`src/rtl/tdm_demux.sv`:
```
// tdm_demux: routes framed TDM slot words to channel lanes and re-assembles frames into a double-buffered output
module tdm_demux #(
  parameter int WIDTH  = 8,
  parameter int NUM_CH = 4,
  parameter int SEL_W  = 2,
  parameter int ERRW   = 8
) (
  input  logic                    clk,
  input  logic                    rst_n,
  input  logic [WIDTH-1:0]        in_data,
  input  logic                    in_valid,
  input  logic                    in_sof,
  output logic [WIDTH-1:0]        lane_data,
  output logic [SEL_W-1:0]        lane_sel,
  output logic [NUM_CH-1:0]       lane_strobe,
  output logic [NUM_CH*WIDTH-1:0] frame_data,
  output logic                    frame_valid,
  output logic                    frame_err,
  output logic [ERRW-1:0]         err_count,
  output logic                    busy
);
  typedef enum logic {HUNT, RUN} state_t;
  state_t state, state_n;
  logic [SEL_W-1:0] slot, slot_n, idx;
  logic [NUM_CH-1:0][WIDTH-1:0] collect, merged;
  logic start, run_word, accept, done, err;
  assign start    = in_valid && in_sof;
  assign run_word = in_valid && !in_sof && state == RUN;
  assign accept   = start || run_word;
  assign done     = run_word && slot == SEL_W'(NUM_CH - 1);
  assign err      = in_valid && (in_sof ? state == RUN : state == HUNT);
  assign idx      = start ? '0 : slot;
  // next state and slot; an SOF always restarts the frame at slot 0
  always_comb begin
    state_n = start ? RUN : done ? HUNT : state;
    slot_n  = start ? SEL_W'(1) : done ? '0 : run_word ? slot + SEL_W'(1) : slot;
  end
  // collect buffer with the incoming word merged into its slot
  always_comb begin
    merged      = collect;
    merged[idx] = in_data;
  end
  // registered state, lane outputs, frame buffer and error counter
  always_ff @(posedge clk or negedge rst_n) begin
    if (!rst_n) begin
      state       <= HUNT;
      slot        <= '0;
      collect     <= '0;
      lane_data   <= '0;
      lane_sel    <= '0;
      lane_strobe <= '0;
      frame_data  <= '0;
      frame_valid <= 1'b0;
      frame_err   <= 1'b0;
      err_count   <= '0;
      busy        <= 1'b0;
    end else begin
      state       <= state_n;
      slot        <= slot_n;
      if (accept) begin
        collect   <= merged;
        lane_data <= in_data;
        lane_sel  <= idx;
      end
      lane_strobe <= accept ? NUM_CH'(1) << idx : '0;
      if (done) frame_data <= merged;
      frame_valid <= done;
      frame_err   <= err;
      err_count   <= err_count + ERRW'(err && err_count != '1);
      busy        <= state_n == RUN;
    end
  end
endmodule

```
`config.mk`:
```
export PLATFORM = sky130hd
export DESIGN_NAME = tdm_demux
export DESIGN_NICKNAME = d
export VERILOG_FILES = /design/src/rtl/tdm_demux.sv
export SDC_FILE = /design/constraint.sdc
export NUM_CORES = 1
export LEC_CHECK = 0
export BUFFER_PORTS_ARGS = -buffer_cell sky130_fd_sc_hd__buf_2
export CAP_MARGIN = 20
export CORE_UTILIZATION = 30
export DETAILED_ROUTE_END_ITERATION = 8
export GPL_ROUTABILITY_DRIVEN = 0
export HOLD_SLACK_MARGIN = 0.02
export SLEW_MARGIN = 20
export SYNTH_ARGS = -nofsm -noshare
export SYNTH_HDL_FRONTEND = slang
export SYNTH_SLANG_ARGS = --single-unit
```
`constraint.sdc`:
```
create_clock -name clk -period 3.14 [get_ports clk]
set_clock_uncertainty 0.1 [all_clocks]
set_input_delay 0.628 -clock clk [delete_from_list [all_inputs] [get_ports clk]]
set_output_delay 0.628 -clock clk [all_outputs]
set_load 0.01 [all_outputs]
```
==> parameters.txt, run 1 <==
Parameter                              Value

Placed design
  HPWL after detailed placement    5800 µm
  Number of instances in the placed design    548
  I/O Buffers    68

Clock tree
  CTS tree    yes
  Total number of H-tree levels    3
  Maximum buffer depth of the clock tree    2
  CTS Hold Bufs    0
  Post-cts sizing count    0
  Post-CTS setup buffers    0
  Total clock sinks    91
  Clock latency on the worst-skew pair    0.34 ns
  Root buf cell    clkbuf_16
  Clock slew at the register clock pins of the worst setup and hold paths    0.06 ns
  Total CTS buffers    9

GRT
  Number of global-route vias before repair    2650
  Largest net degree at the start of global routing    66
  Initial antenna violation count    0
  Remaining global-route overflow    0
  Global-route wire length before repair    14400 µm
  GR Util All Layers    14.3%

Power
  VDD IR max    330 µV
  Cell leakage power    2.03 nW
  Total power after layout    4.50 mW
  Power Density    965 mW/mm²

STA
  Max-slew headroom    42.8%
  Setup TNS after final layout    0 ns
  Count of final max-slew check failures    0
  Slew at the pin with the worst max-slew slack    0.858 ns
  Hold Violations, Final    0
  Crit path time final    2.32 ns
  Portion of the clock cycle consumed by the worst path in the final layout    74.0%
  FMAX    0.430 GHz
  Setup repair after global routing missed its margin    false
  Number of setup violations in the final report    0

Setup path
  Worst-path maximum fanout    24
  Worst reg2reg startpoint    slot[1]$_DFFE_PN0P_
  Startpoint Class    flip-flop
  Reg-to-reg slack, setup    0.82 ns
  Number of cells on the worst reg-to-reg path    3
  Type of element capturing the critical path    flip-flop
  CP max-delay cell    dfrtp_1
  Largest stage delay on the critical path    0.90 ns
  WS Path Type    reg2reg
  Worst EP arrival    2.47 ns
  Worst path cell trace    clkinv_1 -> o21a_1 -> o22ai_1
  Required time of the critical path    3.28 ns
  R2r endpoint    slot[1]$_DFFE_PN0P_

Yosys
  Commonest register cell after synthesis    dfrtp_1
  Register bit count reported by yosys    91
  Synthesized area per cell    11.7 µm²
  Cell area after synthesis    0.00390 mm²
  EDFF count, synth    0
  Net count after synthesis    348
  Fraction of synthesis flops using an asynchronous set or reset pin    100%
  Number of instances in the synthesized netlist    333
  Sequential share of the synthesized area    58.4%
  Ys Warns    0
  Distinct cell type count of the synthesized netlist    40

Route
  Residual DRC count    0
  Routed WL per cell    15.8 µm
  First-pass detailed-route iteration total    4
  Initial detailed-routing violation count    117
  Routed Antenna Nets    0
  Routed wire length    8890 µm
  Vias per cell    4.81
  Total via count after detailed routing    2707

Finish
  Layout cells sized above 1    34.5%
  Share of the core filled with cells    36.8%
  Final cell count without fillers    563
  Layout Nets    402
  Filler Cells Inserted    1280
  Number of antenna diodes    0
  Area Overhead vs Synth    19.3%

Floorplan
  Placeable core region    0.0127 mm²
  Chip Width    116 µm
  Initial Utilization    30.8%
  Standard-cell rows    41
  Die Area    0.0135 mm²
  Die Y    116 µm
  IO Count    69

Job
  Max-capacitance violation count    0

Min path
  Type of the tightest min-delay check    in2async

Outcome
  Status    complete, no violations
-- worst max path at each step --
stage	cells after the start	slack, ns	to	from
floorplan	8	0.92	err_count[4]$_DFF_PN0_	in_valid
global placement	3	0.88	frame_data[31]$_DFFE_PN0P_	slot[1]$_DFFE_PN0P_
detailed placement	3	0.83	frame_data[25]$_DFFE_PN0P_	slot[1]$_DFFE_PN0P_
CTS	3	0.84	frame_data[25]$_DFFE_PN0P_	slot[1]$_DFFE_PN0P_
global route	3	0.65	frame_data[30]$_DFFE_PN0P_	slot[1]$_DFFE_PN0P_
finish	3	0.82	slot[1]$_DFFE_PN0P_	slot[1]$_DFFE_PN0P_
-- stage by stage --
stage	hold slack, ns	setup slack, ns	instance area (µm²)
after floorplan	0.232	0.918	3900
after detailed placement	0.381	0.830	4380
after global routing	0.254	0.646	4660
final	0.213	0.815	4660
after global placement	0.374	0.881	4380
after CTS	0.222	0.842	4660
-- cells by family after synthesis --
kind of cell               Yosys count  synth area share (%)
adders and majority gates            3                 0.962
muxes                               48                  13.6
xor gates and xnor gates             7                  1.57
AOI/OAI and AO/OA                   71                  11.5
and+or+nand+nor                     82                  10.5
DFF                                 91                  58.4
buffers and inverters               31                  3.53
-- registers in the layout, summed over array words and instances (netlist names) --
name / count
lane_strobe: 4
frame_data: 32
lane_data: 8
collect: 32
lane_sel: 2
err_count: 8
state: 1
slot: 2
frame_valid: 1
frame_err: 1
-- routing by layer --
| metal | wire [µm] | global-route usage (%) | vias up | share of wire, % |
|---|---|---|---|---|
| li1 | - | - | 1285 | - |
| met1 | 4210 | 19.6 | 1339 | 47 |
| met2 | 4050 | 21.6 | 70 | 46 |
| met3 | 463 | 3.92 | 13 | 5.2 |
| met4 | 167 | 5.56 | 0 | 1.9 |
| met5 | 0 | 0 | - | 0 |
-- cell type report --
cell class / instances / area (µm²) / area share (%)
Multi-Input combinational cell: 211 / 1490 / 32.0
Clock buffer: 9 / 225 / 4.84
Inverter: 4 / 15.0 / 0.322
Tap cell: 172 / 215 / 4.62
Timing Repair Buffer: 70 / 383 / 8.22
Clock inverter: 6 / 52.6 / 1.13
Sequential cell: 91 / 2280 / 48.9
-- worst max-delay path: cells and delay by family (launching register included) --
kind                   cells  cell delay (ns)
flip-flops                 1             0.90
buffers and inverters      1             0.72
AO/OA/AOI/OAI              2             0.50
-- cell usage in the layout, fill, tap and decap left out, types with 3 or more instances in the layout --
cell type,n
ha_1,3
o22ai_1,3
buf_2,67
clkinv_4,3
dfrtp_1,91
nand2_1,5
clkbuf_16,9
a31oi_1,24
mux2i_1,8
mux2_2,40
a21oi_1,8
o21ai_0,24
xnor2_1,6
nor2_1,32
nand3_1,30
inv_1,3
o21a_1,3
-- synthesized netlist by cell type (5+ instances only) --
cell | number | area share, %
xnor2_1 | 6 | 1.3
a21oi_1 | 8 | 1.0
a31oi_1 | 24 | 3.8
nand3_1 | 30 | 3.8
mux2_2 | 40 | 12
dfrtp_1 | 91 | 58
nor2_1 | 32 | 3.1
clkbuf_1 | 13 | 1.3
nand2_1 | 5 | 0.48
buf_2 | 11 | 1.4
o21ai_0 | 24 | 3.1
mux2i_1 | 8 | 2.1
-- power by group --
| part | internal (mW) | switching (mW) | leakage (nW) |
|---|---|---|---|
| clock network | 0.541 | 0.470 | 0.130 |
| logic | 0.704 | 0.768 | 0.805 |
| registers | 1.67 | 0.347 | 1.10 |
| total | 2.91 | 1.59 | 2.03 |
(Power assumes the default switching activity.)
==> run 2: changes to the inputs <==
clock period = 2 ns   (was 3.14 ns; I/O delays follow)
==> parameters.txt, run 2 (same netlist as run 1, synthesis figures left out) <==
Parameter                              Value

Finish
  Share of the core filled with cells    37.9% (+1.2 points)
  Total area of multi-input combinational cells    0.00149 mm² (unchanged)
  Summed area of non-filler cells in the final layout    0.00480 mm² (+3.1%)
  Layout cells sized above 1    36.0% (+1.5 points)
  Final cell count without fillers    580 (+3.0%)
  Area Overhead vs Synth    23.1%
  Register cell area after layout    0.00228 mm² (unchanged)
  Leading cell type in the layout, fill and taps excluded    dfrtp_1
  Number of antenna diodes    0 (unchanged)
  Layout Nets    418 (+4.0%)
  Commonest cells after routing, fill and taps aside    dfrtp_1, buf_2, mux2_2
  Leading registers by flop count    collect x32, frame_data x32
  Filler Cells Inserted    1281 (+0.078%)

Placed design
  I/O Buffers    68 (unchanged)
  Number of instances in the placed design    563 (+2.7%)
  Setup Slack @ Placement    0.158 ns (-0.671 ns)
  HPWL after detailed placement    6170 µm (+6.4%)
  Post-Place Cell Area    0.00450 mm² (+2.9%)

Power
  VDD IR max    625 µV (+89%)
  Power Density    1510 mW/mm² (+57%)
  Total power after layout    7.26 mW (+62%)
  Cell leakage power    2.13 nW (+4.5%)

STA
  Setup repair after global routing missed its margin    false
  Slew at the pin with the worst max-slew slack    0.478 ns (-0.381 ns)
  FMAX    0.567 GHz (+32%)
  Hold Violations, Final    0 (unchanged)
  Count of final max-slew check failures    0 (unchanged)
  Portion of the clock cycle consumed by the worst path in the final layout    88.2% (+14 points)
  Max-slew headroom    68.1% (+25 points)
  Setup TNS after final layout    0 ns (unchanged)
  Final worst-path setup slack    0.236 ns (-0.580 ns)
  Worst hold slack after final layout    0.315 ns (+0.102 ns)
  Number of setup violations in the final report    0 (unchanged)
  Crit path time final    1.76 ns (-0.560 ns)

Clock tree
  Clock slew at the register clock pins of the worst setup and hold paths    0.06 ns (about the same)
  CTS tree    yes
  Total clock sinks    91 (unchanged)
  Root buf cell    clkbuf_16
  Clock latency on the worst-skew pair    0.34 ns (about the same)
  Post-CTS setup buffers    0 (unchanged)
  Total number of H-tree levels    3 (unchanged)
  Total CTS buffers    9 (unchanged)
  Maximum buffer depth of the clock tree    2 (unchanged)

Min path
  Type of the tightest min-delay check    in2reg
  Cells on Worst Hold Path    2

Floorplan
  Chip Width    116 µm (unchanged)
  Standard-cell rows    41 (unchanged)
  IO Count    69 (unchanged)
  Die Area    0.0135 mm² (unchanged)
  Die Y    116 µm (unchanged)
  Initial Utilization    30.8% (unchanged)
  Placeable core region    0.0127 mm² (unchanged)

Outcome
  Status    complete, no violations

GRT
  Remaining global-route overflow    0 (unchanged)
  Largest net degree at the start of global routing    44 (-33%)
  Number of global-route vias before repair    2788 (+5.2%)
  Global-route wire length before repair    14700 µm (+2.7%)
  GR Util All Layers    14.9% (+0.56 points)
  Initial antenna violation count    0 (unchanged)

Route
  Total via count after detailed routing    2785 (+2.9%)
  Routed Antenna Nets    0 (unchanged)
  Initial detailed-routing violation count    162 (+38%)
  Routed WL per cell    15.8 µm (+0.28%)
  Routed wire length    9180 µm (+3.3%)
  Vias per cell    4.80 (-0.13%)
  First-pass detailed-route iteration total    4 (unchanged)
  Residual DRC count    0 (unchanged)

Setup path
  Worst-path maximum fanout    6 (-75%)
  Worst EP arrival    1.92 ns (-0.55 ns)
  Worst reg2reg startpoint    err_count[2]$_DFF_PN0_
  Startpoint of the most critical setup path    err_count[2]$_DFF_PN0_
  Number of cells on the worst reg-to-reg path    7 (+4)
  Crit path to    err_count[4]$_DFF_PN0_
  Reg-to-reg slack, setup    0.24 ns (-0.58 ns)
  R2r endpoint    err_count[4]$_DFF_PN0_
  Startpoint Class    flip-flop
  Type of element capturing the critical path    flip-flop
  Required time of the critical path    2.16 ns (-1.12 ns)
  WS Path Type    reg2reg

Job
  Max-capacitance violation count    0 (unchanged)
==> run 2: cell types whose count changed in the layout (fill, tap and decap cells not counted), sizes merged <==
cell         change
clkinvlp         -2
inv              -1
clkinv           -2
dlygate4sd3      +1
bufinv           +1
clkbuf           +5
buf             +15
==> run 2: worst max-delay path, stage by stage (launching register included) <==
cell,delay [ns]
dfrtp_1,0.43
and4_1,0.25
nand2_1,0.06
o21a_1,0.18
ha_1,0.23
ha_1,0.23
nand3_1,0.10
xnor2_1,0.11
==> run 2: repair_timing <==
item / 4_1_cts / 5_1_grt
hold endpoints to repair: 29 / 0
gates resized for setup: 0 / 0
hold buffers: 1 / 0
==> run 2: how the worst min path moves through the flow <==
stage	startpoint	end
3_3_place_gp	rst_n	err_count[5]$_DFF_PN0_
2_1_floorplan	rst_n	collect[0]$_DFFE_PN0P_
6_report	in_valid	slot[1]$_DFFE_PN0P_
4_1_cts	in_valid	slot[1]$_DFFE_PN0P_
3_5_place_dp	rst_n	err_count[5]$_DFF_PN0_
5_1_grt	in_valid	slot[1]$_DFFE_PN0P_
==> run 2: final cells by class <==
type                            instances  share of cell area, %
Clock buffer                           14                   5.29
Clock inverter                          2                  0.729
Inverter                                4                  0.313
Multi-Input combinational cell        211                   31.0
Sequential cell                        91                   47.4
Tap cell                              172                   4.48
Timing Repair Buffer                   86                   10.8
==> run 2: routing by layer <==
metal / vias to the layer above / global-route usage (%) / share of wire (%)
met2: 77 / 22.6 / 45
met1: 1375 / 19.6 / 47
li1: 1319 / - / -
met3: 14 / 4.13 / 5.1
met4: 0 / 7.44 / 2.3
met5: - / 0 / 0
==> run 2: report_power, final <==
group	internal [mW]	switching, mW	total, mW
clock	1.00	0.657	1.66
combinational	1.20	1.31	2.51
sequential	2.62	0.476	3.09
total	4.82	2.44	7.26
==> run 3: changes to the inputs <==
CORE_ASPECT_RATIO = 0.6   (was not set)
==> parameters.txt, run 3 (same netlist as run 1, synthesis figures left out) <==
Parameter                              Value

Setup path
  Type of element capturing the critical path    flip-flop
  Worst EP arrival    1.95 ns (+0.03 ns)
  Worst-path maximum fanout    6 (unchanged)
  Required time of the critical path    2.16 ns (about the same)
  Startpoint Class    flip-flop
  WS Path Type    reg2reg

GRT
  Initial antenna violation count    0 (unchanged)
  Largest net degree at the start of global routing    34 (-23%)
  Remaining global-route overflow    0 (unchanged)
  Global-route track usage on met1    22.0% (+2.5 points)
  Number of global-route vias before repair    2859 (+2.5%)
  Layer with the highest usage    met1
  GR Util All Layers    14.9% (+0.019 points)
  Global-route wire length before repair    15300 µm (+3.8%)
  Global routing usage on met3    5.25% (+1.1 points)
  Grt met2 use    20.3% (-2.3 points)

Route
  Total via count after detailed routing    2817 (+1.1%)
  Routed Antenna Nets    0 (unchanged)
  First-pass detailed-route iteration total    4 (unchanged)
  Initial detailed-routing violation count    180 (+11%)
  Vias per cell    4.92 (+2.6%)
  Residual DRC count    0 (unchanged)
  Routed wire length    9280 µm (+1.0%)
  Routed WL per cell    16.2 µm (+2.5%)

Finish
  Commonest cells after routing, fill and taps aside    dfrtp_1, buf_2, mux2_2
  Filler Cells Inserted    1222 (-4.6%)
  Leading registers by flop count    collect x32, frame_data x32
  Number of antenna diodes    0 (unchanged)
  Layout cells sized above 1    36.6% (+0.58 points)
  Final cell count without fillers    572 (-1.4%)
  Leading cell type in the layout, fill and taps excluded    dfrtp_1
  Area Overhead vs Synth    23.0%
  Summed area of non-filler cells in the final layout    0.00480 mm² (-0.10%)
  Layout Nets    418 (unchanged)
  Share of the core filled with cells    38.8% (+0.87 points)

Placed design
  HPWL after detailed placement    6550 µm (+6.2%)
  Post-Place Cell Area    0.00451 mm² (about the same)
  Number of instances in the placed design    556 (-1.2%)
  I/O Buffers    68 (unchanged)

Min path
  Type of the tightest min-delay check    in2reg

Power
  Power Density    1500 mW/mm² (-0.73%)
  VDD IR max    508 µV (-19%)
  Cell leakage power    2.13 nW (+0.23%)

STA
  Max-slew headroom    61.8% (-6.4 points)
  Setup repair after global routing missed its margin    false
  Portion of the clock cycle consumed by the worst path in the final layout    89.4% (+1.2 points)
  Crit path time final    1.79 ns (+0.0238 ns)
  Hold Violations, Final    0 (unchanged)
  Slew at the pin with the worst max-slew slack    0.572 ns (+0.0947 ns)
  FMAX    0.559 GHz (-1.3%)
  Count of final max-slew check failures    0 (unchanged)
  Setup TNS after final layout    0 ns (unchanged)
  Number of setup violations in the final report    0 (unchanged)
  Worst hold slack after final layout    0.331 ns (+0.0169 ns)

Job
  Max-capacitance violation count    0 (unchanged)

Clock tree
  Total clock sinks    91 (unchanged)
  CTS tree    yes
  Total CTS buffers    9 (unchanged)
  Total number of H-tree levels    3 (unchanged)
  Root buf cell    clkbuf_16
  Maximum buffer depth of the clock tree    2 (unchanged)
  Clock latency on the worst-skew pair    0.34 ns (about the same)
  Post-cts sizing count    0 (unchanged)
  Clock slew at the register clock pins of the worst setup and hold paths    0.06 ns (about the same)

Floorplan
  Placeable core region    0.0124 mm² (-2.4%)
  IO Count    69 (unchanged)
  Die Y    90.3 µm (-22%)
  Chip Width    149 µm (+29%)
  Initial Utilization    31.5% (+0.74 points)
  Standard-cell rows    31 (-24%)
  Die Area    0.0135 mm² (+0.11%)

Outcome
  Status    complete, no violations
[run 3: cell types whose count changed in the layout (fill, tap and decap cells not counted), sizes merged]
cell	previous run	this run
bufinv	1	0
clkbuf	14	13
clkinv	2	3
[run 3: report_power, final]
| part | leakage (nW) | switching [mW] | internal [mW] |
|---|---|---|---|
| logic | 0.890 | 1.31 | 1.20 |
| clock network | 0.141 | 0.666 | 0.933 |
| registers | 1.10 | 0.471 | 2.62 |
[run 3: critical path, cell delays in order, from the launching register on]
cell,delay (ns)
dfrtp_1,0.42
and4_1,0.26
nand2_1,0.07
o21a_1,0.19
ha_1,0.22
ha_1,0.24
nand3_1,0.11
xnor2_1,0.11
[run 3: area by class of cell]
class                   instances  area [µm²]  share of cell area (%)
well taps                     165         206                    4.30
flip-flops and latches         91        2280                    47.5
clock buffers                  13         270                    5.63
clock inverters                 2        10.0                   0.209
multi-input cells             211        1490                    31.0
repair buffers                 86         531                    11.1
inverters                       4        15.0                   0.313
[run 3: through the flow]
stage                     setup WS, ns  power [mW]
after floorplan                0.00559        4.67
final                            0.212        7.20
after global placement           0.173        5.59
after CTS                        0.195        7.30
after global routing            0.0678        7.75
after detailed placement         0.136        5.68
[run 3: final timing paths]
path	end	start	cells after the start	slack (ns)
max	err_count[4]$_DFF_PN0_	err_count[2]$_DFF_PN0_	7	0.21
min	slot[1]$_DFFE_PN0P_	in_valid	2	0.33
max reg2reg	err_count[4]$_DFF_PN0_	err_count[2]$_DFF_PN0_	7	0.21
min reg2reg	err_count[5]$_DFF_PN0_	err_count[5]$_DFF_PN0_	1	0.39
max in group asynchronous	lane_data[3]$_DFFE_PN0P_	rst_n	3	0.82
min in group asynchronous	frame_valid$_DFF_PN0_	rst_n	2	0.45
[run 3: metal layers]
metal  share of wire (%)  wire length [µm]  up-vias
li1                    -                 -     1327
met1                  49              4520     1389
met2                  41              3840       90
met3                 8.9               824       11
met4                0.98                91        0
met5                   0                 0        -
[run 3: what timing repair did]
action                    4_1_cts  5_1_grt
hold endpoints to repair       31        0
hold buffers                    1        0
setup buffers                   0        0
